[config.mk]
export PLATFORM = sky130hd
export DESIGN_NAME = div_sequencer_flat
export DESIGN_NICKNAME = d
export VERILOG_FILES = /design/src/rtl/div_sequencer_if.sv /design/src/rtl/div_sequencer.sv /design/src/flat_wrapper.sv
export SDC_FILE = /design/constraint.sdc
export NUM_CORES = 1
export LEC_CHECK = 0
export BUFFER_PORTS_ARGS = -buffer_cell sky130_fd_sc_hd__buf_2
export CORE_AREA = 5 5 130 132
export CTS_CLUSTER_SIZE = 30
export DETAILED_ROUTE_END_ITERATION = 6
export DIE_AREA = 0 0 135 137
export HOLD_SLACK_MARGIN = 0.1
export PLACE_DENSITY = 0.75
export SYNTH_ARGS = -nofsm -noshare
export SYNTH_HDL_FRONTEND = slang
export SYNTH_SLANG_ARGS = --single-unit
[constraint.sdc]
create_clock -name clk -period 2.1 [get_ports clk]
set_input_delay 0.42 -clock clk [delete_from_list [all_inputs] [get_ports clk]]
set_output_delay 0.42 -clock clk [all_outputs]
set_load 0.005 [all_outputs]
[src/rtl/div_sequencer_if.sv]
// ============================================================================
// Module : div_sequencer_if
// Brief  : Control/data bundle between div_sequencer and the restoring divider
// Rev    : 1.0  initial release
// ============================================================================
`default_nettype none

interface div_sequencer_if;
    logic [5:0]  div_signal;
    logic [31:0] div_dataA;
    logic [31:0] div_dataB;
    logic        div_reset;
    logic [63:0] div_result;

    modport master (
        output div_signal,
        output div_dataA,
        output div_dataB,
        output div_reset,
        input  div_result
    );

    modport slave (
        input  div_signal,
        input  div_dataA,
        input  div_dataB,
        input  div_reset,
        output div_result
    );
endinterface

`default_nettype wire

[src/rtl/div_sequencer.sv]
// ============================================================================
// Module : div_sequencer
// Brief  : EX-stage DIVU sequencer with HI/LO registers; DIV_ZERO_FAST_EN
//          enables the divide-by-zero shortcut and sticky div_zero flag.
// Rev    : 1.0  initial release
// ============================================================================
`default_nettype none

module div_sequencer #(
    parameter int unsigned DIV_CYCLES = 32,
    parameter logic [5:0]  FUNCT_DIVU = 6'b011011,
    parameter logic [5:0]  IDLE_CODE  = 6'b111111
) (
    input  logic                   clk,
    input  logic                   reset_n,
    input  logic                   start,
    input  logic [5:0]             funct,
    input  logic [31:0]            rs_data,
    input  logic [31:0]            rt_data,
    input  logic                   flush,
    input  logic                   hi_we,
    input  logic                   lo_we,
    input  logic [31:0]            wdata,
    input  logic                   rd_sel,
    output logic [31:0]            rd_data,
    div_sequencer_if.master        div_bus,
    output logic [31:0]            hi,
    output logic [31:0]            lo,
    output logic                   busy,
    output logic                   stall,
    output logic                   done,
    output logic                   div_zero
);

    typedef enum logic [1:0] {
        S_IDLE = 2'd0,
        S_LOAD = 2'd1,
        S_RUN  = 2'd2,
        S_DONE = 2'd3
    } state_t;

    state_t      state_q;
    logic [5:0]  cnt_q;
    logic [31:0] hi_q;
    logic [31:0] lo_q;
    logic [31:0] div_a_q;
    logic [31:0] div_b_q;
    logic        div_reset_q;
    logic        busy_q;
    logic        done_q;
`ifdef DIV_ZERO_FAST_EN
    logic        fast_q;
    logic        dz_q;
`endif

    logic w_is_divu;
    logic w_start_div;

    assign w_is_divu   = start && (funct == FUNCT_DIVU);
    // A same-cycle flush kills the issuing divide, but stall still follows the raw request.
    assign w_start_div = w_is_divu && !flush;

    always_ff @(posedge clk or negedge reset_n) begin
        if (!reset_n) begin
            state_q     <= S_IDLE;
            cnt_q       <= 6'd0;
            hi_q        <= 32'd0;
            lo_q        <= 32'd0;
            div_a_q     <= 32'd0;
            div_b_q     <= 32'd0;
            div_reset_q <= 1'b1;
            busy_q      <= 1'b0;
            done_q      <= 1'b0;
`ifdef DIV_ZERO_FAST_EN
            fast_q      <= 1'b0;
            dz_q        <= 1'b0;
`endif
        end else begin
            div_reset_q <= 1'b0;
            done_q      <= 1'b0;
            case (state_q)
                S_IDLE: begin
                    if (hi_we) hi_q <= wdata;
                    if (lo_we) lo_q <= wdata;
                    if (w_start_div) begin
                        div_a_q <= rs_data;
                        div_b_q <= rt_data;
                        busy_q  <= 1'b1;
`ifdef DIV_ZERO_FAST_EN
                        if (rt_data == 32'd0) begin
                            state_q <= S_DONE;
                            done_q  <= 1'b1;
                            fast_q  <= 1'b1;
                            dz_q    <= 1'b1;
                        end else begin
                            state_q <= S_LOAD;
                        end
`else
                        state_q <= S_LOAD;
`endif
                    end
                end
                S_LOAD: begin
                    cnt_q <= 6'd0;
                    if (flush) begin
                        state_q <= S_IDLE;
                        busy_q  <= 1'b0;
                    end else begin
                        state_q <= S_RUN;
                    end
                end
                S_RUN: begin
                    cnt_q <= cnt_q + 6'd1;
                    if (flush) begin
                        state_q <= S_IDLE;
                        busy_q  <= 1'b0;
                    end else if (cnt_q == 6'(DIV_CYCLES - 1)) begin
                        state_q <= S_DONE;
                        done_q  <= 1'b1;
                    end
                end
                S_DONE: begin
`ifdef DIV_ZERO_FAST_EN
                    if (fast_q) begin
                        hi_q <= div_a_q;
                        lo_q <= 32'hFFFF_FFFF;
                    end else begin
                        hi_q <= div_bus.div_result[63:32];
                        lo_q <= div_bus.div_result[31:0];
                    end
                    fast_q <= 1'b0;
`else
                    hi_q <= div_bus.div_result[63:32];
                    lo_q <= div_bus.div_result[31:0];
`endif
                    state_q <= S_IDLE;
                    busy_q  <= 1'b0;
                end
                default: begin
                    state_q <= S_IDLE;
                    busy_q  <= 1'b0;
                end
            endcase
        end
    end

    assign div_bus.div_signal = (state_q == S_RUN) ? FUNCT_DIVU : IDLE_CODE;
    assign div_bus.div_dataA  = div_a_q;
    assign div_bus.div_dataB  = div_b_q;
    assign div_bus.div_reset  = div_reset_q;

    assign hi      = hi_q;
    assign lo      = lo_q;
    assign rd_data = rd_sel ? hi_q : lo_q;
    assign busy    = busy_q;
    assign done    = done_q;
    assign stall   = busy_q | ((state_q == S_IDLE) & w_is_divu);
`ifdef DIV_ZERO_FAST_EN
    assign div_zero = dz_q;
`else
    assign div_zero = 1'b0;
`endif

endmodule

`default_nettype wire

[src/flat_wrapper.sv]
// flat-port wrapper written by rule: the top's interface ports become plain ports
module div_sequencer_flat 
#(
    parameter int unsigned DIV_CYCLES = 32,
    parameter logic [5:0]  FUNCT_DIVU = 6'b011011,
    parameter logic [5:0]  IDLE_CODE  = 6'b111111
)
  (clk, reset_n, start, funct, rs_data, rt_data, flush, hi_we, lo_we, wdata, rd_sel, rd_data, hi, lo, busy, stall, done, div_zero, div_bus_div_signal, div_bus_div_dataA, div_bus_div_dataB, div_bus_div_reset, div_bus_div_result);
  div_sequencer_if div_bus_i ();
  input  logic clk;
  input  logic reset_n;
  input  logic start;
  input  logic [5:0] funct;
  input  logic [31:0] rs_data;
  input  logic [31:0] rt_data;
  input  logic flush;
  input  logic hi_we;
  input  logic lo_we;
  input  logic [31:0] wdata;
  input  logic rd_sel;
  output logic [31:0] rd_data;
  output logic [31:0] hi;
  output logic [31:0] lo;
  output logic busy;
  output logic stall;
  output logic done;
  output logic div_zero;
  output wire logic [$bits(div_bus_i.div_signal)-1:0] div_bus_div_signal;
  output wire logic [$bits(div_bus_i.div_dataA)-1:0] div_bus_div_dataA;
  output wire logic [$bits(div_bus_i.div_dataB)-1:0] div_bus_div_dataB;
  output wire logic [$bits(div_bus_i.div_reset)-1:0] div_bus_div_reset;
  input wire logic [$bits(div_bus_i.div_result)-1:0] div_bus_div_result;
  assign div_bus_div_signal = div_bus_i.div_signal;
  assign div_bus_div_dataA = div_bus_i.div_dataA;
  assign div_bus_div_dataB = div_bus_i.div_dataB;
  assign div_bus_div_reset = div_bus_i.div_reset;
  assign div_bus_i.div_result = div_bus_div_result;
  div_sequencer #(.DIV_CYCLES(DIV_CYCLES), .FUNCT_DIVU(FUNCT_DIVU), .IDLE_CODE(IDLE_CODE)) u_core (.clk(clk), .reset_n(reset_n), .start(start), .funct(funct), .rs_data(rs_data), .rt_data(rt_data), .flush(flush), .hi_we(hi_we), .lo_we(lo_we), .wdata(wdata), .rd_sel(rd_sel), .rd_data(rd_data), .div_bus(div_bus_i), .hi(hi), .lo(lo), .busy(busy), .stall(stall), .done(done), .div_zero(div_zero));
endmodule
==> metrics.txt <==
# TYPE chip_impl_metric gauge
chip_impl_info{name="status",value="finished, final reports clean"} 1
chip_impl_metric{name="synth_async_sr_flop_share",unit=""} 1.000
chip_impl_info{name="netlist.top_cell.by_area",value="sky130_fd_sc_hd__dfrtp_1"} 1
chip_impl_metric{name="slew_headroom",unit=""} 0.5469
chip_impl_metric{name="period_share",unit=""} 0.9536
chip_impl_metric{name="critical_path_required",unit="ps"} 1680
chip_impl_info{name="most-common-layout-cells",value="sky130_fd_sc_hd__buf_2 (337), sky130_fd_sc_hd__dfrtp_1 (138), sky130_fd_sc_hd__nand2_1 (70)"} 1
chip_impl_metric{name="crit_path_max_fanout",unit=""} 4
chip_impl_info{name="critPathKind",value="reg -> out"} 1
chip_impl_metric{name="vias_in_the_first_global_route",unit=""} 5536
chip_impl_metric{name="synth_enable_flop_cells",unit=""} 0
chip_impl_metric{name="detailed_place_hpwl",unit="um"} 15130
chip_impl_metric{name="cts.reportedPaths.clkPinSlew",unit="ps"} 60
chip_impl_metric{name="place_worst_setup_slack",unit="ps"} 173.8
chip_impl_metric{name="dr_pass1_iterations",unit=""} 4
chip_impl_metric{name="synth-seq-area-share",unit=""} 0.5376
chip_impl_info{name="main_synth_ff_type",value="sky130_fd_sc_hd__dfrtp_1"} 1
chip_impl_metric{name="cell_area_after_technology_mapping",unit="um2"} 6472
chip_impl_metric{name="drc_errors",unit=""} 0
chip_impl_metric{name="cell_pwr_density",unit="nW/um2"} 1134
chip_impl_metric{name="max_cap_violations",unit=""} 0
chip_impl_metric{name="cts_made_buffers",unit=""} 17
chip_impl_metric{name="ir_worst_vdd",unit="V"} 0.0006388
chip_impl_metric{name="gr-usage-all-layers",unit=""} 0.2037
chip_impl_metric{name="detailed_place.area",unit="um2"} 8452
chip_impl_metric{name="globalRouteOverflowTotal",unit=""} 0
chip_impl_metric{name="nNetsFinal",unit=""} 1074
chip_impl_metric{name="worst-r2r-cell-count",unit=""} 6
chip_impl_metric{name="netlist_instances",unit=""} 558
chip_impl_metric{name="detail_route.wirelength",unit="um"} 19640
chip_impl_metric{name="hold_depth",unit=""} 2
chip_impl_metric{name="starting_utilization_of_the_core_area",unit=""} 0.4150
chip_impl_metric{name="drive_above_1_share",unit=""} 0.5281
chip_impl_metric{name="wire_per_inst",unit="um"} 17.41
chip_impl_metric{name="tightestPinTransition",unit="ps"} 679.7
chip_impl_metric{name="pin_count_of_the_biggest_net_entering_global_routing",unit=""} 97
chip_impl_metric{name="final.fill_count",unit=""} 1376
chip_impl_metric{name="antenna_left",unit=""} 0
chip_impl_metric{name="detailroute.via_count",unit=""} 5446
chip_impl_metric{name="post-synth-top-area-fraction",unit=""} 0.5335
chip_impl_metric{name="synth_warnings",unit=""} 0
chip_impl_info{name="hold_path_class",value="in -> reg"} 1
chip_impl_metric{name="die_h",unit="um"} 137
chip_impl_info{name="cts_tree",value="yes"} 1
chip_impl_metric{name="viasPerCell",unit=""} 4.828
chip_impl_metric{name="post-route-worst-setup-slack",unit="ps"} 97.41
chip_impl_info{name="cts-root-buf",value="sky130_fd_sc_hd__clkbuf_16"} 1
chip_impl_info{name="yosys-top-cells-area",value="sky130_fd_sc_hd__dfrtp_1 (53%), sky130_fd_sc_hd__mux2_4 (12%), sky130_fd_sc_hd__mux2_2 (6.3%), sky130_fd_sc_hd__o21ai_0 (5.3%), sky130_fd_sc_hd__a21oi_1 (5.1%)"} 1
chip_impl_metric{name="timing.final.hold_violations",unit=""} 0
chip_impl_metric{name="top_level_ports",unit=""} 344
chip_impl_metric{name="die_extent_in_x",unit="um"} 135
chip_impl_metric{name="dr.first_iter.drc_count",unit=""} 187
chip_impl_metric{name="cts_sinks",unit=""} 139
chip_impl_metric{name="synth.avg_cell_area",unit="um2"} 11.60
chip_impl_metric{name="totalNegativeSetupSlack",unit="ps"} 0
chip_impl_info{name="highest_layer",value="met4"} 1
chip_impl_metric{name="power.static_leakage",unit="nW"} 4.828
chip_impl_metric{name="wl_met1",unit="um"} 7657
chip_impl_metric{name="wl_met2",unit="um"} 10250
chip_impl_metric{name="max_clock_freq",unit="MHz"} 499.4
chip_impl_info{name="worst_setup_path_start_kind",value="flop"} 1
chip_impl_metric{name="setup_violations",unit=""} 0
chip_impl_metric{name="synth-seq-cells",unit=""} 139
chip_impl_metric{name="place.gp.congestion",unit=""} 0.7949
chip_impl_metric{name="antenna_found_initial",unit=""} 3
chip_impl_metric{name="grt_pass1_wl",unit="um"} 29350
chip_impl_info{name="rsz0062_at_grt",value="no"} 1
chip_impl_metric{name="layout.cells.non_filler",unit=""} 1128
chip_impl_metric{name="final_area",unit="um2"} 9071
chip_impl_metric{name="placedCellCount",unit=""} 1092
chip_impl_metric{name="place.port_buffers",unit=""} 338
chip_impl_metric{name="htree_num_levels",unit=""} 4
chip_impl_info{name="layout.cells.most_common",value="sky130_fd_sc_hd__buf_2"} 1
chip_impl_metric{name="totalPowerFinal",unit="mW"} 10.29
chip_impl_metric{name="core.rowCount",unit=""} 46
chip_impl_metric{name="core-area",unit="um2"} 15600
chip_impl_metric{name="fin_util",unit=""} 0.5816
chip_impl_metric{name="met3_wirelength",unit="um"} 1329
chip_impl_metric{name="clockBufferDepth",unit=""} 2
chip_impl_info{name="end_kind",value="output port"} 1
chip_impl_metric{name="layout_area_overhead",unit="%"} 40.15
chip_impl_metric{name="cp_data_arrival_time",unit="ps"} 1580
chip_impl_metric{name="post_synth_num_cell_types",unit=""} 38
chip_impl_metric{name="worstSkewPairLatency",unit="ps"} 410
chip_impl_metric{name="min_period",unit="ps"} 2003
chip_impl_metric{name="finalMaxSlewViolations",unit=""} 0
chip_impl_metric{name="finalHoldWorstSlack",unit="ps"} 226.7
chip_impl_metric{name="die_area",unit="um2"} 18500
chip_impl_metric{name="finClkSkew",unit="ps"} 6.073
flip-flops by register name, indices dropped and copies added, names as in the netlist:
name / flops
u_core.busy: 1
u_core.cnt_q: 6
u_core.div_bus.div_dataA: 32
u_core.div_bus.div_dataB: 32
u_core.div_bus.div_reset: 1
u_core.done: 1
u_core.hi: 32
u_core.lo: 32
u_core.state_q: 2
critical path, stage by stage (launching register included):
cell	delay, ps
sky130_fd_sc_hd__dfrtp_1	440
sky130_fd_sc_hd__inv_1	140
sky130_fd_sc_hd__ha_1	230
sky130_fd_sc_hd__nand4_4	150
sky130_fd_sc_hd__nand2b_1	110
sky130_fd_sc_hd__buf_2	110
report_power, final:
| part | switching (mW) | internal (mW) | total [mW] |
|---|---|---|---|
| Combinational | 1.59 | 1.65 | 3.24 |
| Clock | 1.16 | 1.82 | 2.98 |
| Sequential | 0.634 | 3.43 | 4.07 |
| Total | 3.38 | 6.91 | 10.3 |
per-layer routing:
metal | track usage | vias up
li1 | - | 2606
met1 | 0.2360 | 2595
met2 | 0.3635 | 214
met3 | 0.05735 | 31
met4 | 0.06887 | 0
met5 | 0 | -
synth_stat cells (5+ instances only):
master                     number
sky130_fd_sc_hd__mux2_2        36
sky130_fd_sc_hd__mux2_1        10
sky130_fd_sc_hd__nand2_1       70
sky130_fd_sc_hd__mux2_4        50
sky130_fd_sc_hd__ha_1           5
sky130_fd_sc_hd__buf_1          5
sky130_fd_sc_hd__o21ai_0       69
sky130_fd_sc_hd__inv_1          7
sky130_fd_sc_hd__a21oi_1       66
sky130_fd_sc_hd__buf_8          5
sky130_fd_sc_hd__buf_4          6
sky130_fd_sc_hd__clkbuf_1      19
sky130_fd_sc_hd__dfrtp_1      138
sky130_fd_sc_hd__buf_2          5
sky130_fd_sc_hd__nor2b_1       35
worst paths after layout:
kind                                                            endpoint  slack (ps)                                     start
worst max-delay path                                               stall         100             u_core.state_q[1]$_DFFE_PN0P_
worst min-delay path            u_core.div_bus.div_dataA[16]$_DFFE_PN0P_         230                               rs_data[16]
worst max register to register   u_core.div_bus.div_dataA[4]$_DFFE_PN0P_         230             u_core.state_q[1]$_DFFE_PN0P_
worst min register to register  u_core.div_bus.div_dataA[20]$_DFFE_PN0P_         480  u_core.div_bus.div_dataA[20]$_DFFE_PN0P_
max in group asynchronous             u_core.div_bus.div_reset$_DFF_PN1_         950                                   reset_n
min in group asynchronous       u_core.div_bus.div_dataA[27]$_DFFE_PN0P_         540                                   reset_n
kinds of logic after synthesis:
kind of cell               synth area share
xor gates and xnor gates           0.001353
buffers and inverters               0.04214
muxes                                0.1976
other                              0.001160
DFF                                  0.5376
adders and majority gates          0.009666
and+or+nand+nor                     0.09492
AOI/OAI and AO/OA                    0.1156
timing repair:
action	CTS	global route
hold endpoints to repair	45	0
hold buffers	1	0
endpoints found under the setup margin	0	3
buffers inserted	0	0
gates resized for setup	0	3
area by class of cell:
class	instances	area [um2]	area share
Multi-Input combinational cell	375	2768	0.3051
Clock inverter	12	136.4	0.01503
Tap cell	216	270.3	0.02979
Clock buffer	20	456.7	0.05034
Antenna cell	3	7.507	0.0008276
Timing Repair Buffer	356	1927	0.2124
Sequential cell	139	3480	0.3836
Inverter	7	26.28	0.002897
(Power assumes the default switching activity.)
